<file path="src/rtl/noc_out_port_arbiter.sv">
// noc_out_port_arbiter
//   Output-port controller for one router outbound link. Round-robin
//   arbitration among NUM_IN input buffers. The winning head packet is
//   serialized MSB byte first onto the 8-bit free/put/payload link.
//
// Ports
//   clock, reset        : clock, async active-high reset
//   req[NUM_IN]         : buffer i has a head packet for this port
//   req_pkt[NUM_IN*PKT_W]: head packet of buffer i at [i*PKT_W +: PKT_W]
//   grant[NUM_IN]       : one-hot dequeue pulse, first SEND cycle only
//   free_outbound       : downstream can take one full packet (IDLE only)
//   put_outbound        : payload byte valid
//   payload_outbound[8] : current byte, 0 when put_outbound is low
//   busy                : high while in SEND
//   sent_count[16]      : packets fully sent since reset, wrapping

// Per-input qualifier: request sits at or above the rr pointer.
module noc_arb_lane #(
  parameter int PTR_W = 2,
  parameter int IDX   = 0
) (
  input  logic             req,
  input  logic [PTR_W-1:0] ptr,
  output logic             hi
);
  localparam logic [PTR_W-1:0] IDX_P = PTR_W'(IDX);
  assign hi = req && (IDX_P >= ptr);
endmodule

module noc_out_port_arbiter #(
  parameter int NUM_IN    = 4,
  parameter int PKT_BYTES = 4,
  parameter int PKT_W     = 8*PKT_BYTES
) (
  input  logic                    clock,
  input  logic                    reset,
  input  logic [NUM_IN-1:0]       req,
  input  logic [NUM_IN*PKT_W-1:0] req_pkt,
  output logic [NUM_IN-1:0]       grant,
  input  logic                    free_outbound,
  output logic                    put_outbound,
  output logic [7:0]              payload_outbound,
  output logic                    busy,
  output logic [15:0]             sent_count
);
  localparam int PTR_W = (NUM_IN > 1) ? $clog2(NUM_IN) : 1;
  localparam int CNT_W = (PKT_BYTES > 1) ? $clog2(PKT_BYTES) : 1;

  localparam logic [0:0] ST_IDLE = 1'b0;
  localparam logic [0:0] ST_SEND = 1'b1;

  logic [0:0]                   state;
  logic [PTR_W-1:0]             ptr;
  logic [CNT_W-1:0]             byte_cnt;
  logic [PKT_W-1:0]             sh_reg;
  logic [NUM_IN-1:0][PKT_W-1:0] pkt_arr;
  logic [NUM_IN-1:0]            hi_mask;
  logic [PTR_W-1:0]             win_idx;
  logic [PTR_W-1:0]             next_ptr;
  logic                         win_hit;
  logic                         arb_go;
  logic                         last_byte;

  assign pkt_arr = req_pkt;

  for (genvar i = 0; i < NUM_IN; i++) begin : g_lane
    noc_arb_lane #(.PTR_W(PTR_W), .IDX(i)) u_lane (
      .req (req[i]),
      .ptr (ptr),
      .hi  (hi_mask[i])
    );
  end

  // Lowest request at/above ptr wins; if none, wrap to lowest overall.
  always_comb begin
    win_idx = '0;
    win_hit = 1'b0;
    for (int i = NUM_IN-1; i >= 0; i--) begin
      if (req[i]) begin
        win_idx = PTR_W'(i);
        win_hit = 1'b1;
      end
    end
    for (int i = NUM_IN-1; i >= 0; i--) begin
      if (hi_mask[i]) win_idx = PTR_W'(i);
    end
  end

  assign next_ptr  = (win_idx == PTR_W'(NUM_IN-1)) ? '0 : win_idx + PTR_W'(1);
  assign arb_go    = (state == ST_IDLE) && win_hit && free_outbound;
  assign last_byte = (byte_cnt == CNT_W'(PKT_BYTES-1));

  always_ff @(posedge clock or posedge reset) begin
    if (reset) begin
      state      <= ST_IDLE;
      ptr        <= '0;
      byte_cnt   <= '0;
      sh_reg     <= '0;
      grant      <= '0;
      sent_count <= '0;
    end else begin
      grant <= '0;
      case (state)
        ST_IDLE: begin
          if (arb_go) begin
            state    <= ST_SEND;
            sh_reg   <= pkt_arr[win_idx];
            ptr      <= next_ptr;
            byte_cnt <= '0;
            grant    <= NUM_IN'(1) << win_idx;
          end
        end
        default: begin
          // Inputs and free_outbound are not looked at here: the packet is
          // already latched and downstream space was promised up front.
          sh_reg   <= sh_reg << 8;
          byte_cnt <= byte_cnt + CNT_W'(1);
          if (last_byte) begin
            state      <= ST_IDLE;
            sent_count <= sent_count + 16'd1;
          end
        end
      endcase
    end
  end

  // Decoded from registered state so async reset clears them immediately.
  assign busy             = (state == ST_SEND);
  assign put_outbound     = busy;
  assign payload_outbound = busy ? sh_reg[PKT_W-1 -: 8] : 8'h00;

endmodule

</file>
<file path="config.mk">
export PLATFORM = sky130hd
export DESIGN_NAME = noc_out_port_arbiter
export DESIGN_NICKNAME = d
export VERILOG_FILES = /design/src/rtl/noc_out_port_arbiter.sv
export SDC_FILE = /design/constraint.sdc
export NUM_CORES = 1
export LEC_CHECK = 0
export CAP_MARGIN = 10
export CORE_MARGIN = 4
export CORE_UTILIZATION = 35
export DETAILED_ROUTE_END_ITERATION = 8
export PLACE_DENSITY = 0.67
export SYNTH_ARGS = -nofsm -noshare
export SYNTH_HDL_FRONTEND = slang
export SYNTH_SLANG_ARGS = --single-unit
</file>
<file path="constraint.sdc">
create_clock -name clock -period 2.3 [get_ports clock]
set_input_delay 0.46 -clock clock [delete_from_list [all_inputs] [get_ports clock]]
set_output_delay 0.46 -clock clock [all_outputs]
set_load 0.05 [all_outputs]
</file>
# After elaboration in Yosys (flattened, before gate mapping)
# Index checks and enable logic that the tools add are counted.
# word_totals
mem_count	0
latch_bits	0
output_inout_bits	30
ramBits	0
word_cells	52
register_bits	57
rom_bits	0
# op_classes
n_lt_le_gt_ge	5
n_reduce_logical	9
div	0
mux	25
add_sub_neg	3
n_eq_ne	2
bitwise_logic	1
multipliers	0
shifts	1
# ops
op	n
$mux 32	3
$bmux 32 s2	1
$mux 2	11
$add 16x1->16 const B	1
$mux 4	2
$mux 8	1
$mux 1	7
$logic_and 1x1->1	6
$add 2x1->2 const B	2
$eq 2x2->1 const B	2
$ge 1x2->1 const A	2
$ge 2x2->1 const A	2
$reduce_and 2->1	2
$shl 1x2->4 const A	1
$lt 2x3->1 const B	1
$reduce_bool 2->1	1
$not 1->1	1

# Logic depth before layout (Yosys ltp)
# logic_depth
ltp_word	12
depth_mapped	8
mapped_depth_nobuf	7

# Hierarchy
# Synthesis repeated with hierarchy kept, for this count alone.
# unflattened
hier_cells	340
hier_area_um2	3394.5
# by_module_without_submodules
module	instances	cells_per_inst	area_each_um2	seq_area_each_um2
noc_out_port_arbiter	1	336	3349.5	1426.4
noc_arb_lane (g_lane[1].u_lane)	1	1	13.8	0.0
noc_arb_lane (g_lane[0].u_lane)	1	1	12.5	0.0
noc_arb_lane (g_lane[2].u_lane)	1	1	11.3	0.0
noc_arb_lane (g_lane[3].u_lane)	1	1	7.5	0.0

# Worst setup path after synthesis
# OpenSTA, ideal clock, no wires.
# synth_timing
kind	reg2reg
startpoint	register state, in the netlist busy
endpoint	register sent_count[15]
path_buffers	2
t_arrival_ns	2.095
path_stages_with_launch	9
slack_ns	0.124
setup_ns	0.082
cell_sequence	dfrtp_1 > buf_4 > and2_1 > buf_2 > nand3_1 > or3_1 > nor2b_1 > and3_1 > xor2_1
# synth_via
elab_chain_cells	1
# synth_rtl
element	line	text
start, declared	52	logic [0:0] state;
start signal, assigned	95	state <= ST_IDLE;
start signal, assigned	106	state <= ST_SEND;
start signal, assigned	119	state <= ST_IDLE;
$reduce_and 2->1 (no line)	n/a	
end signal, assigned	120	sent_count <= sent_count + 16'd1;
end, declared	44	output logic [15:0] sent_count
# Every way passes these cells.
# A chain may end at the register's enable or synchronous reset.

# Worst setup path after layout
# layout_timing
startpoint	input req[0]
endpoint	register sh_reg[17]
# layout_via
elab_chain_cells	9
word_cells_on_any_way	14
classes_between	mux: 10; reduce/logical: 4
# layout_rtl
element	line	text
start, declared	37	input logic [NUM_IN-1:0] req,
$mux 2	79	if (req[i]) begin
$mux 2 (4 in series)	85	if (hi_mask[i]) win_idx = PTR_W'(i);
$bmux 32 s2	107	sh_reg <= pkt_arr[win_idx];
$mux 32 (implied by the code)	107	
$mux 32	105	if (arb_go) begin
$mux 32	103	case (state)
end signal, assigned	107	
end signal, assigned	116	sh_reg <= sh_reg << 8;
end, declared	55	logic [PKT_W-1:0] sh_reg;
# Several ways; a longest one is shown, not always the timed one. The select of a mux whose other input is x is not followed.

==> out/metrics.csv <==
metric,value,unit
outcome,finished clean,
cap_violations,0,
synthFlopType,dfrtp_1,
clockRootBuffer,clkbuf_8,
maxSlewViolCount,0,
hold_violations,0,
worst_pin_slew,829,ps
vias_per_cell,5.11,
synth-seq-cells,57,
numPortBuffers,164,
power_density,1050,mW/mm^2
gp_congestion,0.816,
start_util,36.3,%
largest_reg_flops,32,
final_common_cell,clkdlybuf4s50_1,
grt_usage,18.7,%
dieWidth,109,um
clkSinkCount,57,
cts_setup_buffers,0,
grt_overflow,0,
peakVddDrop,0.652,mV
drc,0,
drt_iter0_drc,115,
drt_wl_total,11200,um
setup_viol,0,
p_leak,2.63,nW
row_count,36,
hpwl,8680,um
cts_tree,done,
layout_common_cells,"154 x clkdlybuf4s50_1, 79 x nand2_1, 57 x dfrtp_1",
whs_path_depth,1,
areaGrowthSynthToFinish,62.1,%
synth.cell_area,0.00358,mm^2
synth_enable_flop_cells,0,
io_pins,165,
core,0.00986,mm^2
clock.fmax,456,MHz
drt-wirelength-per-cell,15.9,um
cts_hold_buf,0,
cts_made_buffers,9,
antenna_found_initial,0,
cp.required,2560,ps
criticalPathCategory,in -> reg,
cts_resized,0,
cp_max_fo,23,
cp-start-kind,primary input,
dieArea,0.0119,mm^2
cts_buffer_depth,2,
p_total,6.11,mW
fin_crit,2190,ps
netlist_instances,403,
dp_cells,689,
synth_cell_types,33,
synth_warnings,0,
drive_gt1_share,12.9,%
rsz0062_at_grt,no,
syn_avg_cell_area,8.88,um^2
clkLatencyLatePin,330,ps
clk_pin_slew,60,ps
hp-class,reg -> reg,
finClkSkew,8.28,ps
synthDominantAreaCellType,dfrtp_1,
grt_max_degree,58,
grt_pass1_wl,17400,um
reg2regPathDepth,7,
syn_nets,544,
final_util,58.8,%
fin_crit_sh,95.3,%
cp.arrival,2460,ps
vias,3604,
stdcell_count,705,
drt_pass1_iterations,4,
synth_top_area_share,39.8,%
synthTopCellsByArea,"dfrtp_1 40%, mux2i_1 9.2%, nand2_1 8.3%, mux2_2 5.0%, and3_1 4.7%",
fp.dieH,109,um
drtAntennaViolNets,0,
final_nets,708,
fillers,896,
antenna_cells,0,
cts_htree_levels,3,
endpoint_kind,register,
grt_pass1_vias,3554,
slew_headroom,44.7,%
synth-async-reset-ratio,100,%
seq_area_frac_synth,39.8,%
==> stage by stage <==
| stage | cell area, um^2 | setup TNS [ps] | setup slack [ps] | hold slack (ps) |
|---|---|---|---|---|
| 5_1_grt | 5800 | 0 | 25.0 | 497 |
| 3_3_place_gp | 5560 | -2450 | -118 | 457 |
| 2_1_floorplan | 3580 | 0 | 124 | 451 |
| 6_report | 5800 | 0 | 107 | 474 |
| 4_1_cts | 5800 | 0 | 118 | 484 |
| 3_5_place_dp | 5560 | -5060 | -206 | 471 |
==> layer usage <==
| metal | GRT usage [%] | routed length (um) | share of wire [%] | up-vias |
|---|---|---|---|---|
| li1 | - | - | - | 1738 |
| met1 | 23.6 | 4620 | 41 | 1707 |
| met2 | 31.5 | 5540 | 49 | 145 |
| met3 | 4.26 | 895 | 8.0 | 14 |
| met4 | 6.40 | 184 | 1.6 | 0 |
| met5 | 0 | 0 | 0 | - |
==> cell usage after synthesis (all sizes together), types with 5 or more instances <==
library cell	instances
a21oi	17
a22o	8
a31o	8
a31oi	16
and2	13
and3	27
buf	17
clkbuf	13
dfrtp	57
ha	6
inv	6
mux2	16
mux2i	33
nand2	79
nand3	22
nor2	18
o21ai	18
xnor2	10
xor2	5
==> path summary, 6_finish.rpt <==
| check | from | endpoint | slack, ps |
|---|---|---|---|
| setup / recovery | req[0] | sh_reg[17] | 110 |
| hold / removal | sent_count[15] | sent_count[15] | 470 |
| setup reg to reg | byte_cnt[0] | sent_count[15] | 280 |
| hold reg to reg | sent_count[15] | sent_count[15] | 470 |
| max in group asynchronous | reset | sent_count[1] | 1520 |
| min in group asynchronous | reset | byte_cnt[0] | 510 |
==> power breakdown <==
group          total [mW]  internal, mW  leakage (nW)  switching (mW)
Sequential           1.57          1.34         0.746           0.232
Clock                1.15         0.748         0.120           0.405
Combinational        3.39          1.58          1.76            1.81
Total                6.11          3.66          2.63            2.44
==> cell type report <==
| type | instances | area, um^2 | share of cell area (%) |
|---|---|---|---|
| flip-flops and latches | 57 | 1430 | 24.6 |
| repair buffers | 183 | 1950 | 33.6 |
| clock inverters | 5 | 103 | 1.77 |
| inverters | 6 | 22.5 | 0.388 |
| clock buffers | 11 | 141 | 2.44 |
| multi-input cells | 310 | 2000 | 34.4 |
| well taps | 133 | 166 | 2.87 |
==> cell families after synthesis <==
| logic type | Yosys count | share of synthesized area [%] |
|---|---|---|
| XOR/XNOR | 15 | 3.67 |
| adder cells (fa/ha/maj) | 6 | 2.10 |
| buffers and inverters | 36 | 4.75 |
| flip-flops | 57 | 39.8 |
| multiplexers | 49 | 14.3 |
| AO/OA/AOI/OAI | 72 | 13.1 |
| AND/OR/NAND/NOR | 168 | 22.3 |
==> critical path, stage by stage <==
cell	delay (ps)
clkdlybuf4s50_1	520
nand2_1	70
a311oi_1	460
nor2_4	140
inv_1	160
buf_12	170
nand2_1	60
a31oi_1	230
a22o_1	170
Power figures use the tool's default switching activity.
